[config.mk]
export PLATFORM = sky130hd
export DESIGN_NAME = gmii_port_arbiter
export DESIGN_NICKNAME = d
export VERILOG_FILES = /design/src/rtl/gmii_port_arbiter_pkg.sv /design/src/rtl/gmii_port_arbiter_rr_arbiter.sv /design/src/rtl/gmii_port_arbiter.sv
export SDC_FILE = /design/constraint.sdc
export NUM_CORES = 1
export LEC_CHECK = 0
export ABC_AREA = 0
export CAP_MARGIN = 5
export CORE_ASPECT_RATIO = 1.25
export CORE_MARGIN = 2
export CORE_UTILIZATION = 30
export DETAILED_ROUTE_END_ITERATION = 6
export SLEW_MARGIN = 20
export SYNTH_ARGS = -nofsm -noshare
export SYNTH_HDL_FRONTEND = slang
export SYNTH_SLANG_ARGS = --single-unit
export TNS_END_PERCENT = 30
[constraint.sdc]
create_clock -name clk -period 2.2 [get_ports clk]
set_input_delay 0.22 -clock clk [delete_from_list [all_inputs] [get_ports clk]]
set_output_delay 0.22 -clock clk [all_outputs]
set_load 0.01 [all_outputs]
[src/rtl/gmii_port_arbiter_pkg.sv]
// Shared types and constants for the GMII uplink frame arbiter.
// Holds the arbiter FSM encoding, the mode codes and a saturating counter helper.
package gmii_port_arbiter_pkg;

    typedef enum logic [1:0] {
        ST_IDLE  = 2'd0,
        ST_XFER  = 2'd1,
        ST_DRAIN = 2'd2,
        ST_GAP   = 2'd3
    } arb_state_e;

    // Mode code 3 is treated like MODE_SEL by the top level.
    localparam logic [1:0] MODE_SEL = 2'd0;
    localparam logic [1:0] MODE_RR  = 2'd1;
    localparam logic [1:0] MODE_PRI = 2'd2;

    localparam int CNT_W = 16;

    function automatic logic [CNT_W-1:0] sat_inc(input logic [CNT_W-1:0] v);
        return (v == {CNT_W{1'b1}}) ? v : v + 1'b1;
    endfunction

endpackage

[src/rtl/gmii_port_arbiter_rr_arbiter.sv]
// Combinational channel picker: round-robin search starting after ptr,
// or lowest-index-first when mode_pri is set.
module rr_arbiter
    import gmii_port_arbiter_pkg::*;
#(
    parameter  int N  = 2,
    localparam int CW = $clog2(N)
) (
    input  logic [N-1:0]  req,
    input  logic [CW-1:0] ptr,
    input  logic          mode_pri,
    output logic [N-1:0]  gnt,
    output logic [CW-1:0] index,
    output logic          any
);

    logic found;
    int   idx;

    always_comb begin
        gnt   = '0;
        index = '0;
        found = 1'b0;
        idx   = 0;
        for (int k = 0; k < N; k++) begin
            if (mode_pri) begin
                idx = k;
            end else begin
                idx = (int'(ptr) + 1 + k) % N;
            end
            if (!found && req[idx]) begin
                found    = 1'b1;
                gnt[idx] = 1'b1;
                index    = CW'(idx);
            end
        end
    end

    assign any = |req;

endmodule

[src/rtl/gmii_port_arbiter.sv]
// N-channel GMII frame arbiter: switches source FIFOs onto one uplink only at
// frame boundaries, enforces the inter-frame gap and truncates over-long frames.
module gmii_port_arbiter
    import gmii_port_arbiter_pkg::*;
#(
    parameter  int N_CH       = 2,
    parameter  int IFG_CYCLES = 12,
    parameter  int MAX_LEN    = 1522,
    localparam int CW         = $clog2(N_CH)
) (
    input  logic              clk,
    input  logic              rst_n,
    input  logic [N_CH-1:0]   ch_pkt_rdy,
    input  logic [8*N_CH-1:0] ch_data,
    input  logic [N_CH-1:0]   ch_last,
    input  logic [N_CH-1:0]   ch_err,
    output logic [N_CH-1:0]   ch_rd,
    input  logic [1:0]        mode,
    input  logic [CW-1:0]     sel,
    input  logic [N_CH-1:0]   ch_en,
    output logic [7:0]        tx_data,
    output logic              tx_en,
    output logic              tx_er,
    output logic              busy,
    output logic [CW-1:0]     cur_chan,
    output logic              frame_trunc
);

    localparam logic [CNT_W-1:0] LEN_LAST = CNT_W'(MAX_LEN - 1);
    // GAP hands over to IDLE early enough that IDLE plus the first pop cycle complete the gap.
    localparam logic [CNT_W-1:0] GAP_EXIT = CNT_W'(IFG_CYCLES - 2);

    arb_state_e        state_q, state_d;
    logic [CW-1:0]     grant_q, grant_d;
    logic [N_CH-1:0]   grant_oh_q, grant_oh_d;
    logic [CW-1:0]     rr_q, rr_d;
    logic [CNT_W-1:0]  len_q, len_d;
    logic [CNT_W-1:0]  gap_q, gap_d;
    logic [7:0]        tx_data_q, tx_data_d;
    logic              tx_en_q, tx_en_d;
    logic              tx_er_q, tx_er_d;
    logic              busy_q, busy_d;
    logic [CW-1:0]     cur_chan_q, cur_chan_d;
    logic              trunc_q, trunc_d;

    logic [N_CH-1:0]   sel_mask;
    logic [N_CH-1:0]   elig;
    logic [N_CH-1:0]   arb_gnt;
    logic [CW-1:0]     arb_idx;
    logic              arb_any;
    logic              arb_mode_pri;
    logic [7:0]        head_data;
    logic              head_last;
    logic              head_err;

    // An out-of-range sel matches no channel, so nothing becomes eligible.
    always_comb begin
        sel_mask = '0;
        for (int i = 0; i < N_CH; i++) begin
            sel_mask[i] = (sel == CW'(i));
        end
        elig = ch_pkt_rdy & ch_en;
        if (mode != MODE_RR && mode != MODE_PRI) begin
            elig = elig & sel_mask;
        end
    end

    assign arb_mode_pri = (mode != MODE_RR);

    rr_arbiter #(.N(N_CH)) u_rr_arbiter (
        .req      (elig),
        .ptr      (rr_q),
        .mode_pri (arb_mode_pri),
        .gnt      (arb_gnt),
        .index    (arb_idx),
        .any      (arb_any)
    );

    always_comb begin
        head_data = '0;
        head_last = 1'b0;
        head_err  = 1'b0;
        for (int i = 0; i < N_CH; i++) begin
            if (grant_q == CW'(i)) begin
                head_data = ch_data[8*i +: 8];
                head_last = ch_last[i];
                head_err  = ch_err[i];
            end
        end
    end

    always_comb begin
        state_d    = state_q;
        grant_d    = grant_q;
        grant_oh_d = grant_oh_q;
        rr_d       = rr_q;
        len_d      = len_q;
        busy_d     = busy_q;
        cur_chan_d = cur_chan_q;
        tx_data_d  = '0;
        tx_en_d    = 1'b0;
        tx_er_d    = 1'b0;
        trunc_d    = 1'b0;

        case (state_q)
            ST_IDLE: begin
                if (arb_any) begin
                    grant_d    = arb_idx;
                    grant_oh_d = arb_gnt;
                    cur_chan_d = arb_idx;
                    busy_d     = 1'b1;
                    len_d      = '0;
                    state_d    = ST_XFER;
                    if (mode == MODE_RR) begin
                        rr_d = arb_idx;
                    end
                end
            end
            ST_XFER: begin
                tx_en_d   = 1'b1;
                tx_data_d = head_data;
                tx_er_d   = head_err;
                len_d     = sat_inc(len_q);
                // A last byte that lands exactly on MAX_LEN is a normal end, not a truncation.
                if (head_last) begin
                    state_d = ST_GAP;
                    busy_d  = 1'b0;
                end else if (len_q == LEN_LAST) begin
                    tx_er_d = 1'b1;
                    trunc_d = 1'b1;
                    state_d = ST_DRAIN;
                end
            end
            ST_DRAIN: begin
                len_d = sat_inc(len_q);
                if (head_last) begin
                    state_d = ST_GAP;
                    busy_d  = 1'b0;
                end
            end
            ST_GAP: begin
                if (gap_q >= GAP_EXIT) begin
                    state_d = ST_IDLE;
                end
            end
            default: state_d = ST_IDLE;
        endcase

        gap_d = tx_en_d ? '0 : sat_inc(gap_q);
    end

    // The gap counter resets saturated so the first frame after reset is not held back.
    always_ff @(posedge clk or negedge rst_n) begin
        if (!rst_n) begin
            state_q    <= ST_IDLE;
            grant_q    <= '0;
            grant_oh_q <= '0;
            rr_q       <= CW'(N_CH - 1);
            len_q      <= '0;
            gap_q      <= '1;
            tx_data_q  <= '0;
            tx_en_q    <= 1'b0;
            tx_er_q    <= 1'b0;
            busy_q     <= 1'b0;
            cur_chan_q <= '0;
            trunc_q    <= 1'b0;
        end else begin
            state_q    <= state_d;
            grant_q    <= grant_d;
            grant_oh_q <= grant_oh_d;
            rr_q       <= rr_d;
            len_q      <= len_d;
            gap_q      <= gap_d;
            tx_data_q  <= tx_data_d;
            tx_en_q    <= tx_en_d;
            tx_er_q    <= tx_er_d;
            busy_q     <= busy_d;
            cur_chan_q <= cur_chan_d;
            trunc_q    <= trunc_d;
        end
    end

    assign ch_rd       = (state_q == ST_XFER || state_q == ST_DRAIN) ? grant_oh_q : '0;
    assign tx_data     = tx_data_q;
    assign tx_en       = tx_en_q;
    assign tx_er       = tx_er_q;
    assign busy        = busy_q;
    assign cur_chan    = cur_chan_q;
    assign frame_trunc = trunc_q;

endmodule

* After elaboration in Yosys (flattened, before gate mapping) *
Index checks and enable logic that the tools add are counted.

cells by class
  add/subtract/negate cells = 4
  order comparisons = 5
  equality and inequality tests = 16
  muxes and demuxes = 44
  bitwise operators = 6
  reduce and logical (&&, ||, !) cells = 15

operators by type and width
  kind                     number
  $ge A32 B1 Y1 const B    2
  $lt A32 B3 Y1 const B    2
  $mux W16                 4
  $mux W32                 2
  $add A16 B1 Y16 const B  2
  $add A32 B2 Y32 const B  1
  $eq A16 B16 Y1 const B   2
  $pmux W16 S2             1
  $mux W1                  22
  $mux W2                  9
  $eq A16 B11 Y1 const B   1
  $ge A16 B4 Y1 const B    1
  $mux W8                  2
  $ne A2 B2 Y1 const B     6
  $reduce_and A3 Y1        3
  $pmux W2 S4              1
  $and A2 B2 Y2            2
  $eq A2 B1 Y1 const B     2
  $eq A2 B2 Y1 const B     2
  $logic_and A1 B1 Y1      4
  $ne A2 B1 Y1 const B     2
  $reduce_and A4 Y1        1
  $reduce_or A2 Y1         2
  $ne A3 B3 Y1 const B     1
  other kinds (12)         13

storage, ports and cells
  register bits after elaboration = 50
  input port bits = 29
  output and inout port bits = 15
  word-level logic and storage cells = 101

* Longest topological paths before layout *
  depth after elaboration = 10
  depth in mapped cells = 9
  gate-level depth less buffers = 7

* Hierarchy *
A second synthesis with hierarchy kept.

second synthesis, totals
  cells, all modules = 279
  area, all modules = 2767.7 sq um

by module, submodules not included
  module             instances  cells an instance  area each (sq um)  seq. area each (sq um)
  gmii_port_arbiter  1          273                2732.6             1272.5
  rr_arbiter         1          6                  35.0               0.0

* Worst setup path before layout *
No wires, ideal clock.

  path kind = register to register
  start point = register state_q[0]
  end point = register len_q[5]
  setup time = 0.077 ns
  data arrival time = 1.868 ns
  data required time = 2.123 ns
  path slack = 0.255 ns
  cell stages (with the launch flop) = 9
  path buffers = 1
  period minus slack after synthesis = 1.945 ns
  cells stage by stage = dfrtp_1 > inv_1 > ha_1 > inv_1 > a31oi_4 > a22oi_1 > buf_2 > or4_1 > a21oi_1

between the ends
  word-level cells in the longest chain between the ends = 4
  elaborated cells on any way between the ends = 9
  those cells by class = eq/ne: 4; mux: 1; reduce/logical: 4

RTL lines
  what                                                          RTL line                  source
  start, declared                                               gmii_port_arbiter.sv:33   arb_state_e state_q, state_d;
  start signal, assigned                                        gmii_port_arbiter.sv:168  state_q <= state_d;
  $eq A2 B1 Y1 or $eq A2 B2 Y1 (tied branches)                  gmii_port_arbiter.sv:105  case (state_q)
  $reduce_or A2 Y1 (no line)                                    -
  $ne A2 B2 Y1 (no line) or $reduce_bool A2 Y1 (tied branches)  -
  $reduce_and A3 Y1 (no line)                                   -
  end signal, assigned                                          gmii_port_arbiter.sv:172  len_q <= len_d;
  end, declared                                                 gmii_port_arbiter.sv:37   logic [CNT_W-1:0] len_q, len_d;

Parallel ways exist; a longest one is shown, timed or not.
A chain may end at the register's enable or synchronous reset.

* Worst setup path after layout *
  start point = register state_q[0]
  end point = output ch_rd[1]

between the ends
  word-level cells in the longest chain between the ends = 3
  elaborated cells on any way between the ends = 4
  those cells by class = eq/ne: 2; mux: 1; reduce/logical: 1

RTL lines
  what                                          RTL line                  source
  $eq A2 B1 Y1 or $eq A2 B2 Y1 (tied branches)  gmii_port_arbiter.sv:183  assign ch_rd = (state_q == ST_XFER || state_q == ST_DRAIN) ? grant_oh_q : '0;
  $logic_or A1 B1 Y1 *                          gmii_port_arbiter.sv:183
  $mux W2 *                                     gmii_port_arbiter.sv:183
  end, declared                                 gmii_port_arbiter.sv:17   output logic [N_CH-1:0] ch_rd,

Mark *: on every way between the ends. The rest lies on a longest branch, timed or not.

==> impl_metrics.toml <==
[placed_design]
dp_hpwl_um = 4540
place_congestion = 0.811
place_ws_ns = -0.186
port_buffers = 43

[clocking]
cts_htree_levels = 2
cts_made_buffers = 5
insertion_delay_ns = 0.28
clk_pin_slew_ns = 0.07
cts.repair.resized = 0
cts-root-buf = "clkbuf_16"
post_cts_buffers = 0
tritoncts = "yes"
cts_hold_buf = 0
cts_sinks = 50
clock_path_buffers = 2

[timing]
tightest_slew_ns = 0.640
setup_viol = 0
fmax_mhz = 483
worst_slack_ns = 0.128
finalCritPeriodShare = 0.942
rsz0062_at_grt = "yes"
max_slew_margin = 0.574
finalCriticalPeriod_ns = 2.07
tns_ns = 0
clock_skew_ns = 0.00457
slew_violations = 0
finalHoldViolCount = 0

[outcome]
status = "finished clean"

[grt]
grt_pass1_wl_um = 10500
grt_pass1_vias = 2300
grt_max_degree = 51
antenna_found_initial = 0
globalRouteTotalUtil = 0.123
grt_overflow = 0

[floorplanning]
core_area_um2 = 9220
placementRows = 39
die_h_um = 113
io_pins = 44
initial_core_util = 0.310
dieArea_um2 = 10300
die_x_um = 91.3

[yosys]
synthCells = 287
synth_top_area_frac = 0.289
synth.largest_area_cell = "dfrtp_1"
yosysWarnings = 0
synthTopCellsByArea = "dfrtp_1 (29%), dfstp_2 (16%), mux2i_1 (5.6%)"
synthDistinctLibCells = 52
seq_area_frac_synth = 0.446
synth_nets = 326
synth_common_cells = "dfrtp_1 (33), nor2_1 (25), nand3_1 (19)"
synth-edff-count = 0
async_flop_share = 1.00
yosysMostFrequentCell = "dfrtp_1"
yosys_most_used_dff = "dfrtp_1"
avgSynthCellArea_um2 = 9.95
ys_seq_elements = 50
synth_area_um2 = 2860

[power_and_ir_drop]
cellPowerDensity_nw_per_um2 = 1070
max-vdd-ir-drop_mv = 0.765
p_leak_nw = 1.48

[critical_path]
required_ns = 1.98
worstSetupPathType = "reg2out"
reg2reg_from = "state_q[0]$_DFFE_PN0P_"
critical_path_peak_fanout = 8
cp.arrival_ns = 1.85
cp-start-kind = "register"
startpoint = "state_q[0]$_DFFE_PN0P_"
cp-end-kind = "output pin"

[routing]
wire_per_inst_um = 13.4
drc = 0
vias_per_cell = 4.91
num_vias = 2293
first_pass_iters = 4
ant_nets = 0
routed_wl_um = 6240
drtIter0Drc = 102

[flow_run]
drv_cap = 0

[cells_and_area]
drive_above_1_share = 0.157
fin_nets = 382
diodes = 0
syn_to_final_growth_pct = 29.1

[hold_path]
hp-class = "in2async"
worst max-delay path: stages, from the launching register on:
cell and delay [ns]:
dfrtp_1 0.39, inv_1 0.11, ha_2 0.40, and2_1 0.14, clkdlybuf4s50_1 0.53
worst paths after layout:
| check | end | slack, ns | cells after the start |
|---|---|---|---|
| setup / recovery | ch_rd[1] | 0.13 | 4 |
| hold / removal | grant_oh_q[0]$_DFFE_PN0P_ | 0.05 | 2 |
| setup reg to reg | len_q[11]$_DFFE_PN0P_ | 0.16 | 8 |
| hold reg to reg | grant_oh_q[1]$_DFFE_PN0P_ | 0.47 | 1 |
| max in group asynchronous | tx_data[6]$_DFF_PN0_ | 1.73 | 2 |
| min in group clk | grant_oh_q[1]$_DFFE_PN0P_ | 0.47 | 1 |
kinds of logic (layout without fill, tap and decap cells):
group | Yosys count | count (layout) | share of synthesized area
AOI/OAI and AO/OA | 54 | 54 | 0.140
xor gates and xnor gates | 10 | 10 | 0.0307
adders and majority gates | 10 | 10 | 0.0438
buffers and inverters | 23 | 80 | 0.0359
DFF | 50 | 50 | 0.446
muxes | 19 | 19 | 0.0679
and+or+nand+nor | 121 | 121 | 0.236
state kept, by name (all words and copies together) (netlist names):
register and flops:
gap_q 16, tx_er 1, frame_trunc 1, state_q 2
tx_data 8, grant_oh_q 2, cur_chan 1, len_q 16
busy 1, tx_en 1, rr_q 1
per-stage QoR:
stage	power [mW]	cell area, um^2	hold slack [ns]	util	std cells
CTS	4.00	3680	0.0691	0.399	467
finish	3.96	3690	0.0468	0.400	467
global route	4.24	3690	0.104	0.400	467
global placement	3.08	3520	0.378	0.381	459
detailed placement	3.11	3520	0.378	0.381	459
floorplan	2.46	2860	-0.0756	-	287
power breakdown:
part | switching (mW) | internal [mW] | total (mW) | leakage [nW]
Sequential | 0.244 | 1.23 | 1.47 | 0.610
Combinational | 0.825 | 0.797 | 1.62 | 0.789
Clock | 0.324 | 0.538 | 0.862 | 0.0781
Total | 1.39 | 2.56 | 3.96 | 1.48
routing by layer:
layer	vias to the layer above	GRT usage	wire length, um
li1	1161	-	-
met1	1106	0.148	2790
met2	18	0.222	3300
met3	8	0.0200	92
met4	0	0.0424	65
met5	-	0	0
cell type report:
class,instances,area [um^2]
clock inverter,1,30.0
clock buffer,7,133
sequential,50,1270
multi-input combinational,214,1490
fill,891,5540
inverter,12,45.0
tap,123,154
timing repair buffer,60,566
placed cells by master (no fill, tap or decap), types with 6 or more instances in the layout:
cell type and count:
ha_1 8, nor2_1 25, nor4b_1 6, nor4_1 6
nand3_1 19, and3_1 7, nor2b_1 9, nand2_1 16
o31ai_1 6, mux2i_1 16, buf_4 16, dfrtp_1 33
a211oi_1 6, dfstp_2 17, or4_1 7, xnor2_1 7
clkdlybuf4s50_1 42, inv_1 11, nand2b_1 8, a21oi_1 14
(Power assumes the default switching activity.)
